<file path="config.mk">
export PLATFORM = sky130hd
export DESIGN_NAME = aurora_rx_post
export DESIGN_NICKNAME = d
export VERILOG_FILES = /design/src/rtl/aurora_rx_post.sv
export SDC_FILE = /design/constraint.sdc
export NUM_CORES = 1
export LEC_CHECK = 0
export BUFFER_PORTS_ARGS = -buffer_cell sky130_fd_sc_hd__buf_4
export CORE_MARGIN = 1.5
export CORE_UTILIZATION = 40
export CTS_CLUSTER_SIZE = 25
export DETAILED_ROUTE_END_ITERATION = 10
export MAX_ROUTING_LAYER = met4
export SYNTH_ARGS = -nofsm -noshare
export SYNTH_HDL_FRONTEND = slang
export SYNTH_SLANG_ARGS = --single-unit
</file>
<file path="constraint.sdc">
create_clock -name m_axis_aclk -period 5.45 [get_ports m_axis_aclk]
set_clock_uncertainty 0.15 [all_clocks]
set_input_delay 0.545 -clock m_axis_aclk [delete_from_list [all_inputs] [get_ports m_axis_aclk]]
set_output_delay 0.545 -clock m_axis_aclk [all_outputs]
set_load 0.03 [all_outputs]
</file>
<file path="src/rtl/aurora_rx_post.sv">
`default_nettype none
// ============================================================================
// Module   : aurora_rx_post
// Brief    : Aurora RX post-processor: frame statistics, optional trailing
//            sequence-word strip/check, egress FIFO with registered output.
// Revision : 1.0 - initial release
// ============================================================================
module aurora_rx_post #(
  parameter int DATA_WIDTH = 32,
  parameter int SEQ_WIDTH  = 32,
  parameter int FIFO_DEPTH = 16,
  parameter int CNTR_WIDTH = 64
) (
  input  logic                        m_axis_aclk,
  input  logic                        m_axis_areset,
  input  logic                        s_axis_tvalid,
  input  logic [DATA_WIDTH-1:0]       s_axis_tdata,
  input  logic                        s_axis_tlast,
  output logic                        m_axis_tvalid,
  input  logic                        m_axis_tready,
  output logic [DATA_WIDTH-1:0]       m_axis_tdata,
  output logic                        m_axis_tlast,
  input  logic                        ctrl_strip_seq_en,
  input  logic                        ctrl_seq_chk_en,
  input  logic                        ctrl_rst_cntr,
  output logic [CNTR_WIDTH-1:0]       stat_frames_in,
  output logic [CNTR_WIDTH-1:0]       stat_frames_out,
  output logic [CNTR_WIDTH-1:0]       stat_seq_err,
  output logic [CNTR_WIDTH-1:0]       stat_drop,
  output logic                        stat_overflow,
  output logic [$clog2(FIFO_DEPTH):0] stat_fifo_level
);

  localparam int                    c_AW       = $clog2(FIFO_DEPTH);
  localparam int                    c_LW       = c_AW + 1;
  localparam logic [c_LW-1:0]       c_DEPTH    = c_LW'(FIFO_DEPTH);
  localparam logic [CNTR_WIDTH-1:0] c_CNT_ONE  = CNTR_WIDTH'(1);
  localparam logic [SEQ_WIDTH-1:0]  c_SEQ_ONE  = SEQ_WIDTH'(1);

  // ---------------------------------------------------------------- mode latch
  logic r_in_frame;
  logic r_mode;
  logic w_mode;

  // The control input only takes effect between frames
  assign w_mode = r_in_frame ? r_mode : ctrl_strip_seq_en;

  always_ff @(posedge m_axis_aclk) begin
    if (m_axis_areset) begin
      r_in_frame <= 1'b0;
      r_mode     <= 1'b0;
    end else begin
      r_mode <= w_mode;
      if (s_axis_tvalid) begin
        r_in_frame <= ~s_axis_tlast;
      end
    end
  end

  // ------------------------------------------------------- hold register / push
  logic [DATA_WIDTH-1:0] r_hold_data;
  logic                  r_hold_vld;
  logic                  w_push_req;
  logic [DATA_WIDTH-1:0] w_push_data;
  logic                  w_push_last;

  // In strip mode the held word goes out with the current beat's tlast, so the
  // word before the sequence word carries the frame end.
  always_comb begin
    w_push_req  = 1'b0;
    w_push_data = s_axis_tdata;
    w_push_last = s_axis_tlast;
    if (s_axis_tvalid) begin
      if (!w_mode) begin
        w_push_req = 1'b1;
      end else begin
        w_push_req  = r_hold_vld;
        w_push_data = r_hold_data;
      end
    end
  end

  always_ff @(posedge m_axis_aclk) begin
    if (m_axis_areset) begin
      r_hold_vld  <= 1'b0;
      r_hold_data <= '0;
    end else if (s_axis_tvalid && w_mode) begin
      r_hold_vld <= ~s_axis_tlast;
      if (!s_axis_tlast) begin
        r_hold_data <= s_axis_tdata;
      end
    end
  end

  // ------------------------------------------------------------ sequence check
  logic [SEQ_WIDTH-1:0] r_exp;
  logic                 r_exp_vld;
  logic [SEQ_WIDTH-1:0] w_seq;
  logic                 w_chk;
  logic                 w_seq_err;
  logic                 w_leave_strip;

  assign w_seq         = s_axis_tdata[SEQ_WIDTH-1:0];
  assign w_chk         = s_axis_tvalid & s_axis_tlast & w_mode & ctrl_seq_chk_en;
  assign w_seq_err     = w_chk & r_exp_vld & (w_seq != r_exp);
  assign w_leave_strip = r_mode & ~w_mode;

  always_ff @(posedge m_axis_aclk) begin
    if (m_axis_areset) begin
      r_exp_vld <= 1'b0;
      r_exp     <= '0;
    end else if (ctrl_rst_cntr || w_leave_strip) begin
      r_exp_vld <= 1'b0;
    end else if (w_chk) begin
      r_exp_vld <= 1'b1;
      r_exp     <= w_seq + c_SEQ_ONE;
    end
  end

  // -------------------------------------------------------------- egress FIFO
  // r_count includes the entry currently presented in the output register.
  logic [DATA_WIDTH:0]   r_mem [FIFO_DEPTH];
  logic [c_AW-1:0]       r_wr_ptr;
  logic [c_AW-1:0]       r_rd_ptr;
  logic [c_LW-1:0]       r_count;
  logic                  r_out_vld;
  logic [DATA_WIDTH-1:0] r_out_data;
  logic                  r_out_last;
  logic                  w_pop;
  logic                  w_full;
  logic                  w_push;
  logic                  w_drop;
  logic [c_AW-1:0]       w_rd_next;
  logic [c_LW-1:0]       w_cnt_after_pop;

  assign w_pop           = r_out_vld & m_axis_tready;
  assign w_full          = (r_count == c_DEPTH);
  assign w_push          = w_push_req & (~w_full | w_pop);
  assign w_drop          = w_push_req & w_full & ~w_pop;
  assign w_rd_next       = r_rd_ptr + c_AW'(w_pop);
  assign w_cnt_after_pop = r_count - c_LW'(w_pop);

  always_ff @(posedge m_axis_aclk) begin
    if (w_push) begin
      r_mem[r_wr_ptr] <= {w_push_last, w_push_data};
    end
  end

  // A word written this cycle is not yet counted, so it reaches the output
  // register no earlier than the next cycle.
  always_ff @(posedge m_axis_aclk) begin
    if (m_axis_areset) begin
      r_wr_ptr   <= '0;
      r_rd_ptr   <= '0;
      r_count    <= '0;
      r_out_vld  <= 1'b0;
      r_out_data <= '0;
      r_out_last <= 1'b0;
    end else begin
      if (w_push) begin
        r_wr_ptr <= r_wr_ptr + c_AW'(1);
      end
      r_rd_ptr <= w_rd_next;
      r_count  <= w_cnt_after_pop + c_LW'(w_push);
      if (!r_out_vld || w_pop) begin
        r_out_vld <= (w_cnt_after_pop != '0);
        if (w_cnt_after_pop != '0) begin
          {r_out_last, r_out_data} <= r_mem[w_rd_next];
        end
      end
    end
  end

  assign m_axis_tvalid   = r_out_vld;
  assign m_axis_tdata    = r_out_data;
  assign m_axis_tlast    = r_out_last;
  assign stat_fifo_level = r_count;

  // --------------------------------------------------------------- statistics
  logic [CNTR_WIDTH-1:0] r_frames_in;
  logic [CNTR_WIDTH-1:0] r_frames_out;
  logic [CNTR_WIDTH-1:0] r_seq_err;
  logic [CNTR_WIDTH-1:0] r_drop;
  logic                  r_overflow;

  always_ff @(posedge m_axis_aclk) begin
    if (m_axis_areset || ctrl_rst_cntr) begin
      r_frames_in  <= '0;
      r_frames_out <= '0;
      r_seq_err    <= '0;
      r_drop       <= '0;
      r_overflow   <= 1'b0;
    end else begin
      if (s_axis_tvalid && s_axis_tlast) begin
        r_frames_in <= r_frames_in + c_CNT_ONE;
      end
      if (w_pop && r_out_last) begin
        r_frames_out <= r_frames_out + c_CNT_ONE;
      end
      if (w_seq_err) begin
        r_seq_err <= r_seq_err + c_CNT_ONE;
      end
      if (w_drop) begin
        r_drop     <= r_drop + c_CNT_ONE;
        r_overflow <= 1'b1;
      end
    end
  end

  assign stat_frames_in  = r_frames_in;
  assign stat_frames_out = r_frames_out;
  assign stat_seq_err    = r_seq_err;
  assign stat_drop       = r_drop;
  assign stat_overflow   = r_overflow;

endmodule
`default_nettype wire

</file>
==> results of run 1 <==
[flip-flops by register name, summed over array words and instances (netlist names)]
name             flops
r_mem              528
stat_drop           64
stat_frames_in      64
stat_frames_out     64
stat_seq_err        64
m_axis_tdata        32
r_exp               32
r_hold_data         32
stat_fifo_level      5
r_rd_ptr             4
r_wr_ptr             4
m_axis_tlast         1
m_axis_tvalid        1
r_exp_vld            1
r_hold_vld           1
r_in_frame           1
r_mode               1
stat_overflow        1
[power breakdown]
group          total (µW)  switching [µW]  internal, µW
sequential           7550             137          7410
clock                6630            2750          3870
combinational        2700            1470          1230
[synthesized netlist by cell type (all sizes together), types with 4 or more instances]
master | count | area (µm²)
o21ai | 62 | 310
inv | 41 | 154
o21a | 4 | 30.0
and2 | 6 | 37.5
nor2 | 184 | 691
clkbuf | 160 | 604
a2111o | 4 | 45.0
a32o | 33 | 330
xnor2 | 103 | 902
xor2 | 47 | 412
nand2b | 7 | 43.8
nand3b | 35 | 263
nor2b | 5 | 31.3
mux4 | 132 | 2970
nor4 | 41 | 269
edfxtp | 528 | 15900
ha | 15 | 188
mux2i | 64 | 641
or3 | 113 | 707
nand4 | 99 | 632
and4 | 28 | 246
mux2 | 32 | 360
and3 | 23 | 144
nor3b | 5 | 37.5
a2111oi | 32 | 280
nand3 | 152 | 761
or4 | 56 | 420
nand2 | 388 | 1460
nor3 | 37 | 185
buf | 37 | 148
a21oi | 157 | 786
or2 | 8 | 50.1
o31ai | 50 | 375
a211oi | 49 | 368
dfxtp | 372 | 7450
[cells by family (layout without fill, tap and decap cells)]
kind of cell,after synthesis,after routing
simple gates,1192,1192
flops,900,900
compound gates,398,398
buf+inv,238,619
mux,228,228
xor+xnor,150,150
fa+ha+maj,15,15
other cells,0,4
[through the flow]
stage	hold slack (ps)	cells	cell area [µm²]	util	total power [µW]
final	40.5	4771	45600	0.481	16900
after global routing	19.8	4771	45600	0.481	17500
after CTS	0.279	4767	45600	0.481	17100
after detailed placement	294	4579	42300	0.446	10400
after global placement	289	4579	42300	0.446	10400
after floorplan	284	3121	38300	-	9570
[per-layer routing]
metal,track usage,part of all wire,up-vias
li1,-,-,12457
met4,0.0791,0.034,0
met2,0.343,0.48,728
met1,0.290,0.43,13309
met5,-,0,-
met3,0.0308,0.054,180
[worst max-delay path: stages (launching register included)]
cell     delay, ps
dfxtp_1        360
mux2i_1        660
o21ai_1        120
buf_4          190
nor2_1         350
nand2_1        320
nor2_4         760
buf_4          390
[final cells by class]
type,instances,area [µm²],area share
Inverter,41,154,0.00337
Clock inverter,45,588,0.0129
Sequential cell,900,23300,0.511
Antenna cell,4,10.0,0.000219
Tap cell,1265,1580,0.0347
Timing Repair Buffer,398,3050,0.0668
Multi-Input combinational cell,1983,14300,0.314
Clock buffer,135,2630,0.0576
[how the worst max path moves through the flow]
stage	end	depth (start not counted)	from
2_1_floorplan	r_mem[0][0]	5	ctrl_strip_seq_en
6_report	r_mem[12][3]	7	r_in_frame
5_1_grt	r_mem[12][10]	7	r_in_frame
4_1_cts	r_mem[12][10]	7	r_in_frame
3_5_place_dp	r_mem[12][0]	8	ctrl_strip_seq_en
3_3_place_gp	r_mem[12][0]	8	ctrl_strip_seq_en
[what timing repair did]
item / in CTS / in global routing
setup endpoints to repair: 0 / 0
hold buffers: 8 / 0
gates resized for setup: 0 / 0
endpoints found under the hold margin: 9 / 0
==> flow_summary.ini, run 1 <==
[synth]
synth_top_family_by_area = simple AND/OR/NAND/NOR gates
synth.distinct_cells = 50
netlist_instances = 3121
synth_mux_area_frac = 0.104
synth_xor_area_frac = 0.0343
ys_seq_area_frac = 0.609
ys_warn_count = 0
synthAdderAreaFrac = 0.00490
syn-num-nets = 3176
synthSimpleGateAreaFrac = 0.157
synth-compound-area-share = 0.0675
synth_seq_cells = 900
synthFlopType = edfxtp_1
synth-edff-count = 528
synth-async-reset-ratio = 0
syn_area_per_cell_um2 = 12.3
synthesis.area_um2 = 38300

[pwr]
p_leak_uw = 0.0146
ir_worst_vdd_uv = 255
power_density_nw_per_um2 = 370

[cts]
path_clk_slew_ps = 60
cts_made_buffers = 95
cts_htree_levels = 3
post-cts-setup-buffers = 0
cts_root_buf = clkbuf_16
cts_max_path_buffers = 3
clock-sinks = 900
cts_tree = done
clk_latency_ps = 670

[placed_design]
gp_congestion = 0.855
io_buffers = 335
post-place-ws_ps = 1560
hpwl_um = 66600

[timing]
tightest_slew_ps = 1100
fin_crit_sh = 0.667
rsz0062_at_grt = no
setup_tns_ps = 0
clock.fmax_ghz = 0.275
setup_viol = 0
hold_viol_final = 0
setup_slack_ps = 1820
slew-limit-headroom = 0.264
fin_crit_ps = 3630
slew_violations = 0

[route]
antenna_left = 0
drtIter0Drc = 2193
wl_um = 105000
dr_total_vias = 26674
drtPass1Iterations = 5
drc_errors = 0
avgViaCountPerCell = 5.59
wire_per_inst_um = 22.0

[grt]
grt_pass1_vias = 25457
grt_max_degree = 148
globalRouteTotalUtil = 0.218
antenna_found_initial = 4
grt_pass1_wl_um = 160000
grt-ovfl-total = 0

[finish]
area_growth_pct = 19.1
mostFrequentLayoutCell = edfxtp_1
drive_gt1_frac = 0.211
nNetsFinal = 3474
final_cell_mix = 528 x edfxtp_1, 388 x nand2_1, 387 x buf_4
nFillCells = 8396

[floorplanning]
num_rows = 113
design.die.area_um2 = 97600
core-area_um2 = 94900
chipHeight_um = 312
io_pins = 336
die_w_um = 312
start_util = 0.404

[setup_path]
r2r-end = r_mem[12][3]
ff2ff_setup_slack_ps = 1820
cp_max_fo = 20
crit_path_end_kind = flip-flop
arrival_ps = 3830
critPathKind = flip-flop to flip-flop
r2r_start = r_in_frame
crit_required_ps = 5650
r2r_cells = 7
start_kind = flip-flop

[status]
status = complete, no violations

[worst_hold_path]
min_to = r_hold_data[19]
hp-start = s_axis_tdata[19]
hp-class = input port to flip-flop
hold_path_depth = 3

[flow_run]
maxCapViolations = 0
Power figures use the tool's default switching activity.
==> inputs of run 2 (changes only) <==
==> constraint.sdc (replaced) <==
create_clock -name m_axis_aclk -period 3.5 [get_ports m_axis_aclk]
set_clock_uncertainty 0.15 [all_clocks]
set_input_delay 0.35 -clock m_axis_aclk [delete_from_list [all_inputs] [get_ports m_axis_aclk]]
set_output_delay 0.35 -clock m_axis_aclk [all_outputs]
set_load 0.03 [all_outputs]
==> run 2 against run 1 <==
Cell count rose by 1.3%; routed wire length rose by 2.2%; global-route usage is 0.44 points higher; clock-buffer cell count fell by 10.
==> flow_summary.ini, run 2 (synthesized netlist as in run 1, its figures left out) <==
[status]
status = complete, no violations

[floorplanning]
core-area_um2 = 94900
chipHeight_um = 312
io_pins = 336
design.die.area_um2 = 97600
num_rows = 113
die_w_um = 312
start_util = 0.404

[setup_path]
ff2ff_setup_slack_ps = 310
r2r-end = m_axis_tdata[26]
cp_max_fo = 19
crit_path_end_kind = flip-flop
start_kind = input port
critPathKind = input port to flip-flop
r2r_start = m_axis_tvalid
crit_required_ps = 3910
r2r_cells = 10
arrival_ps = 3620

[timing]
setup_slack_ps = 290
tightest_slew_ps = 896
rsz0062_at_grt = no
setup_viol = 0
fin_crit_ps = 3210
fin_crit_sh = 0.917
slew_violations = 0
hold_viol_final = 0
clock.fmax_ghz = 0.312
hold_slack_ps = 184
slew-limit-headroom = 0.398

[placed_design]
placed_cells = 4615
placed_area_um2 = 42700
gp_congestion = 0.830
hpwl_um = 68100
io_buffers = 335
post-place-ws_ps = 275

[flow_run]
maxCapViolations = 0

[cts]
cts_htree_levels = 3
clk_latency_ps = 680
hold_buffers = 44
post-cts-setup-buffers = 0
clock-sinks = 900
cts-resized-gates = 0
cts_tree = done
cts_made_buffers = 94
cts_max_path_buffers = 3
path_clk_slew_ps = 60
cts_root_buf = clkbuf_16

[pwr]
ir_worst_vdd_uv = 350
total_power_uw = 26400
power_density_nw_per_um2 = 569
p_leak_uw = 0.0150

[grt]
grt_pass1_vias = 26098
antenna_found_initial = 3
grt-ovfl-total = 0
globalRouteTotalUtil = 0.223
grt_max_degree = 68
grt_pass1_wl_um = 163000

[worst_hold_path]
min_to = stat_seq_err[57]
hp-class = input port to flip-flop
hold_path_depth = 6
hp-start = ctrl_seq_chk_en

[finish]
largest_reg_flops = 528
nNetsFinal = 3545
mostFrequentLayoutCell = edfxtp_1
final_cells = 4833
nFillCells = 8355
final_cell_mix = 528 x edfxtp_1, 412 x buf_4, 388 x nand2_1
drive_gt1_frac = 0.219
final_area_um2 = 46400
top_register = r_mem
area_growth_pct = 21.2
seq_area_um2 = 23300
multiInputGateArea_um2 = 14300

[route]
drtPass1Iterations = 5
wire_per_inst_um = 22.2
avgViaCountPerCell = 5.58
drc_errors = 0
drtIter0Drc = 2010
antenna_left = 0
dr_total_vias = 26979
wl_um = 107000
==> run 2: final cells by class <==
class	instances	area share
Clock buffer	125	0.0560
Tap cell	1265	0.0341
Inverter	41	0.00332
Timing Repair Buffer	470	0.0822
Multi-Input combinational cell	1983	0.309
Antenna cell	3	0.000162
Clock inverter	46	0.0129
Sequential cell	900	0.502
==> run 2: how the worst max path moves through the flow <==
stage                             from               end  slack, ps  cells past startpoint
finish                   m_axis_tready  m_axis_tdata[26]        290                     12
global route             m_axis_tvalid  m_axis_tdata[26]        110                     10
global placement         m_axis_tready  m_axis_tdata[26]        330                     11
detailed placement       m_axis_tready  m_axis_tdata[28]        280                     11
CTS                      m_axis_tvalid  m_axis_tdata[26]        320                     10
floorplan           stat_fifo_level[3]      r_mem[12][0]        -10                      6
==> run 2: power breakdown <==
| group | internal, µW | switching (µW) | total, µW |
|---|---|---|---|
| sequential | 11500 | 217 | 11800 |
| combinational | 2030 | 2300 | 4330 |
| clock | 6000 | 4330 | 10300 |
==> run 2: critical path: stages <==
cell and delay [ps]:
dlygate4sd3_1 570, buf_4 150, nand2_1 100, inv_1 100
ha_1 230, ha_1 230, xor2_1 330, o41ai_1 130
buf_4 160, nor2_4 630, buf_4 420, a32o_1 200
==> run 2: per-layer routing <==
metal,share of wire,track usage,wire [µm],up-vias
li1,-,-,-,12576
met1,0.43,0.290,45700,13469
met2,0.48,0.356,51900,755
met3,0.055,0.0301,5860,179
met5,0,-,0,-
met4,0.036,0.0818,3880,0
==> run 2: metrics by stage <==
step | util | setup TNS [ps]
final | 0.489 | 0
after CTS | 0.489 | 0
after floorplan | - | -899
after global placement | 0.451 | 0
after detailed placement | 0.451 | 0
after global routing | 0.489 | 0
==> inputs of run 3 (changes only) <==
--- a/config.mk
+++ b/config.mk
@@ -5,6 +5,7 @@
 export SDC_FILE = /design/constraint.sdc
 export NUM_CORES = 1
 export LEC_CHECK = 0
+export ABC_AREA = 1
 export BUFFER_PORTS_ARGS = -buffer_cell sky130_fd_sc_hd__buf_4
 export CORE_MARGIN = 1.5
 export CORE_UTILIZATION = 40
==> run 3 against run 2 <==
First-iteration DRC count is 57% higher; core utilization shrank 0.64 points; sequential power barely moved; critical path type is now flip-flop to flip-flop.
==> flow_summary.ini, run 3 <==
[finish]
nNetsFinal = 5152
mostFrequentLayoutCell = nor2_1
area_growth_pct = 19.5
seq_area_um2 = 23300
nFillCells = 9775
final_area_um2 = 49200
multiInputGateArea_um2 = 15700
drive_gt1_frac = 0.130
largest_reg_flops = 528
final_cell_mix = 846 x nor2_1, 844 x nand2_1, 528 x edfxtp_1
top_register = r_mem

[cts]
post-cts-setup-buffers = 0
cts_htree_levels = 3
cts_root_buf = clkbuf_16
clk_latency_ps = 660
cts_tree = done
cts_made_buffers = 96
clock-sinks = 900
cts_max_path_buffers = 3
path_clk_slew_ps = 60

[synth]
synth.area.top_cells = edfxtp_1 38%, dfxtp_1 18%, nor2_1 7.9%, nand2_1 7.7%, o21ai_0 5.7%
ys_warn_count = 0
netlist_instances = 4745
synth_top_area_share = 0.385
synth.distinct_cells = 48
synth.most_common_cell = nor2_1
synthTopCellsByCount = 863 x nor2_1, 846 x nand2_1, 528 x edfxtp_1, 473 x o21ai_0, 401 x inv_1
syn_area_per_cell_um2 = 8.69
synthesis.area_um2 = 41200
syn-num-nets = 4800
synth-edff-count = 528
synth-async-reset-ratio = 0
yosysTopAreaCell = edfxtp_1
synth_seq_cells = 900
ys_seq_area_frac = 0.565
synthFlopType = edfxtp_1

[timing]
hold_viol_final = 0
hold_slack_ps = 107
setup_slack_ps = 698
clock.fmax_ghz = 0.357
tightest_slew_ps = 1070
fin_crit_sh = 0.801
slew-limit-headroom = 0.287
rsz0062_at_grt = no
fin_crit_ps = 2800
setup_viol = 0
setup_tns_ps = 0
slew_violations = 0

[grt]
grt_pass1_wl_um = 195000
grt-ovfl-total = 0
grtUsageMet2 = 0.380
busiest_layer = met2
use_met3 = 0.0499
grt_pass1_vias = 32418
globalRouteTotalUtil = 0.247
global_route.usage.met1 = 0.328
antenna_found_initial = 2
grt_max_degree = 141

[pwr]
power_density_nw_per_um2 = 553
p_seq_frac = 0.435
power_switching_uw = 8120
sw_frac_of_total = 0.298
p_int_uw = 19100
power_frac_comb = 0.186
ir_worst_vdd_uv = 481
p_leak_uw = 0.0173
power_frac_clock = 0.379

[setup_path]
cp_slowest_cell = buf_4
critPathTopFamily = buffers and inverters
critPathKind = flip-flop to flip-flop
path_cells = nand2_1 > inv_2 > ha_4 > inv_6 > buf_4 > o21ai_0 > o221ai_1 > nand3_1 > nand2_1 > nor2_1 > nor2_1
start_kind = flip-flop
crit_path_end_kind = flip-flop
crit_required_ps = 3950
cp_slowest_stage_delay_ps = 510
arrival_ps = 3250
cp_max_fo = 51
crit_buf_inv = 3

[route]
antenna_left = 0
avgViaCountPerCell = 5.30
drtPass1Iterations = 6
drtIter0Drc = 3149
dr_total_vias = 34663
wl_um = 129000
wire_per_inst_um = 19.6
drc_errors = 0

[placed_design]
post-place-ws_ps = 626
io_buffers = 335
gp_congestion = 0.961
hpwl_um = 83300
placed_area_um2 = 45700

[floorplanning]
core-area_um2 = 102000
io_pins = 336
start_util = 0.404
num_rows = 117
design.die.area_um2 = 105000
chipHeight_um = 324
die_w_um = 324

[worst_hold_path]
hp-class = input port to flip-flop

[status]
status = complete, no violations

[flow_run]
maxCapViolations = 0
-- run 3: per-layer routing --
| metal | wire length, µm | part of all wire |
|---|---|---|
| met2 | 59100 | 0.46 |
| met3 | 9670 | 0.075 |
| met1 | 56400 | 0.44 |
| met4 | 3370 | 0.026 |
| met5 | 0 | 0 |
-- run 3: power by group through the flow --
stage | sequential (µW) | clock, µW | combinational [µW]
final | 11800 | 10300 | 5050
after global routing | 11900 | 10900 | 5560
after CTS | 11900 | 10500 | 5050
after detailed placement | 12100 | 0 | 5010
after global placement | 12100 | 0 | 4930
after floorplan | 12300 | 0 | 2950
-- run 3: logic make-up after synthesis --
logic type	count (synthesis)	synth area share
and+or+nand+nor	2264	0.232
DFF	900	0.565
AOI/OAI and AO/OA	841	0.115
buffers and inverters	615	0.0588
xor gates and xnor gates	110	0.0234
adders and majority gates	15	0.00455
-- run 3: path summary, 6_finish.rpt --
path,start,endpoint,slack [ps],cells after the start
setup / recovery,m_axis_tvalid,m_axis_tdata[8],700,11
hold reg to reg,r_hold_data[20],r_hold_data[20],300,2
setup reg to reg,m_axis_tvalid,m_axis_tdata[8],700,11
hold / removal,ctrl_seq_chk_en,r_exp[29],110,6
-- run 3: timing repair --
action	in CTS	in global routing
hold endpoints to repair	89	0
resized for setup	0	0
hold buffers	38	0
-- run 3: worst min-delay path: stages --
cell and delay (ps):
buf_4 120, nand3_2 130, nor2_4 110, nand2_1 80, o21ai_1 50, inv_1 40
-- run 3: cell type report --
cell class / instances / area share
Clock buffer: 125 / 0.0533
Sequential cell: 900 / 0.473
Antenna cell: 2 / 0.000102
Tap cell: 1368 / 0.0348
Timing Repair Buffer: 457 / 0.0777
Clock inverter: 50 / 0.0110
Multi-Input combinational cell: 3230 / 0.318
Inverter: 412 / 0.0316
-- run 3: through the flow --
stage,cells,util,power (µW)
after floorplan,4745,-,15300
after global placement,6329,0.448,17000
after detailed placement,6329,0.448,17100
after CTS,6542,0.483,27400
after global routing,6544,0.483,28400
final,6544,0.483,27200
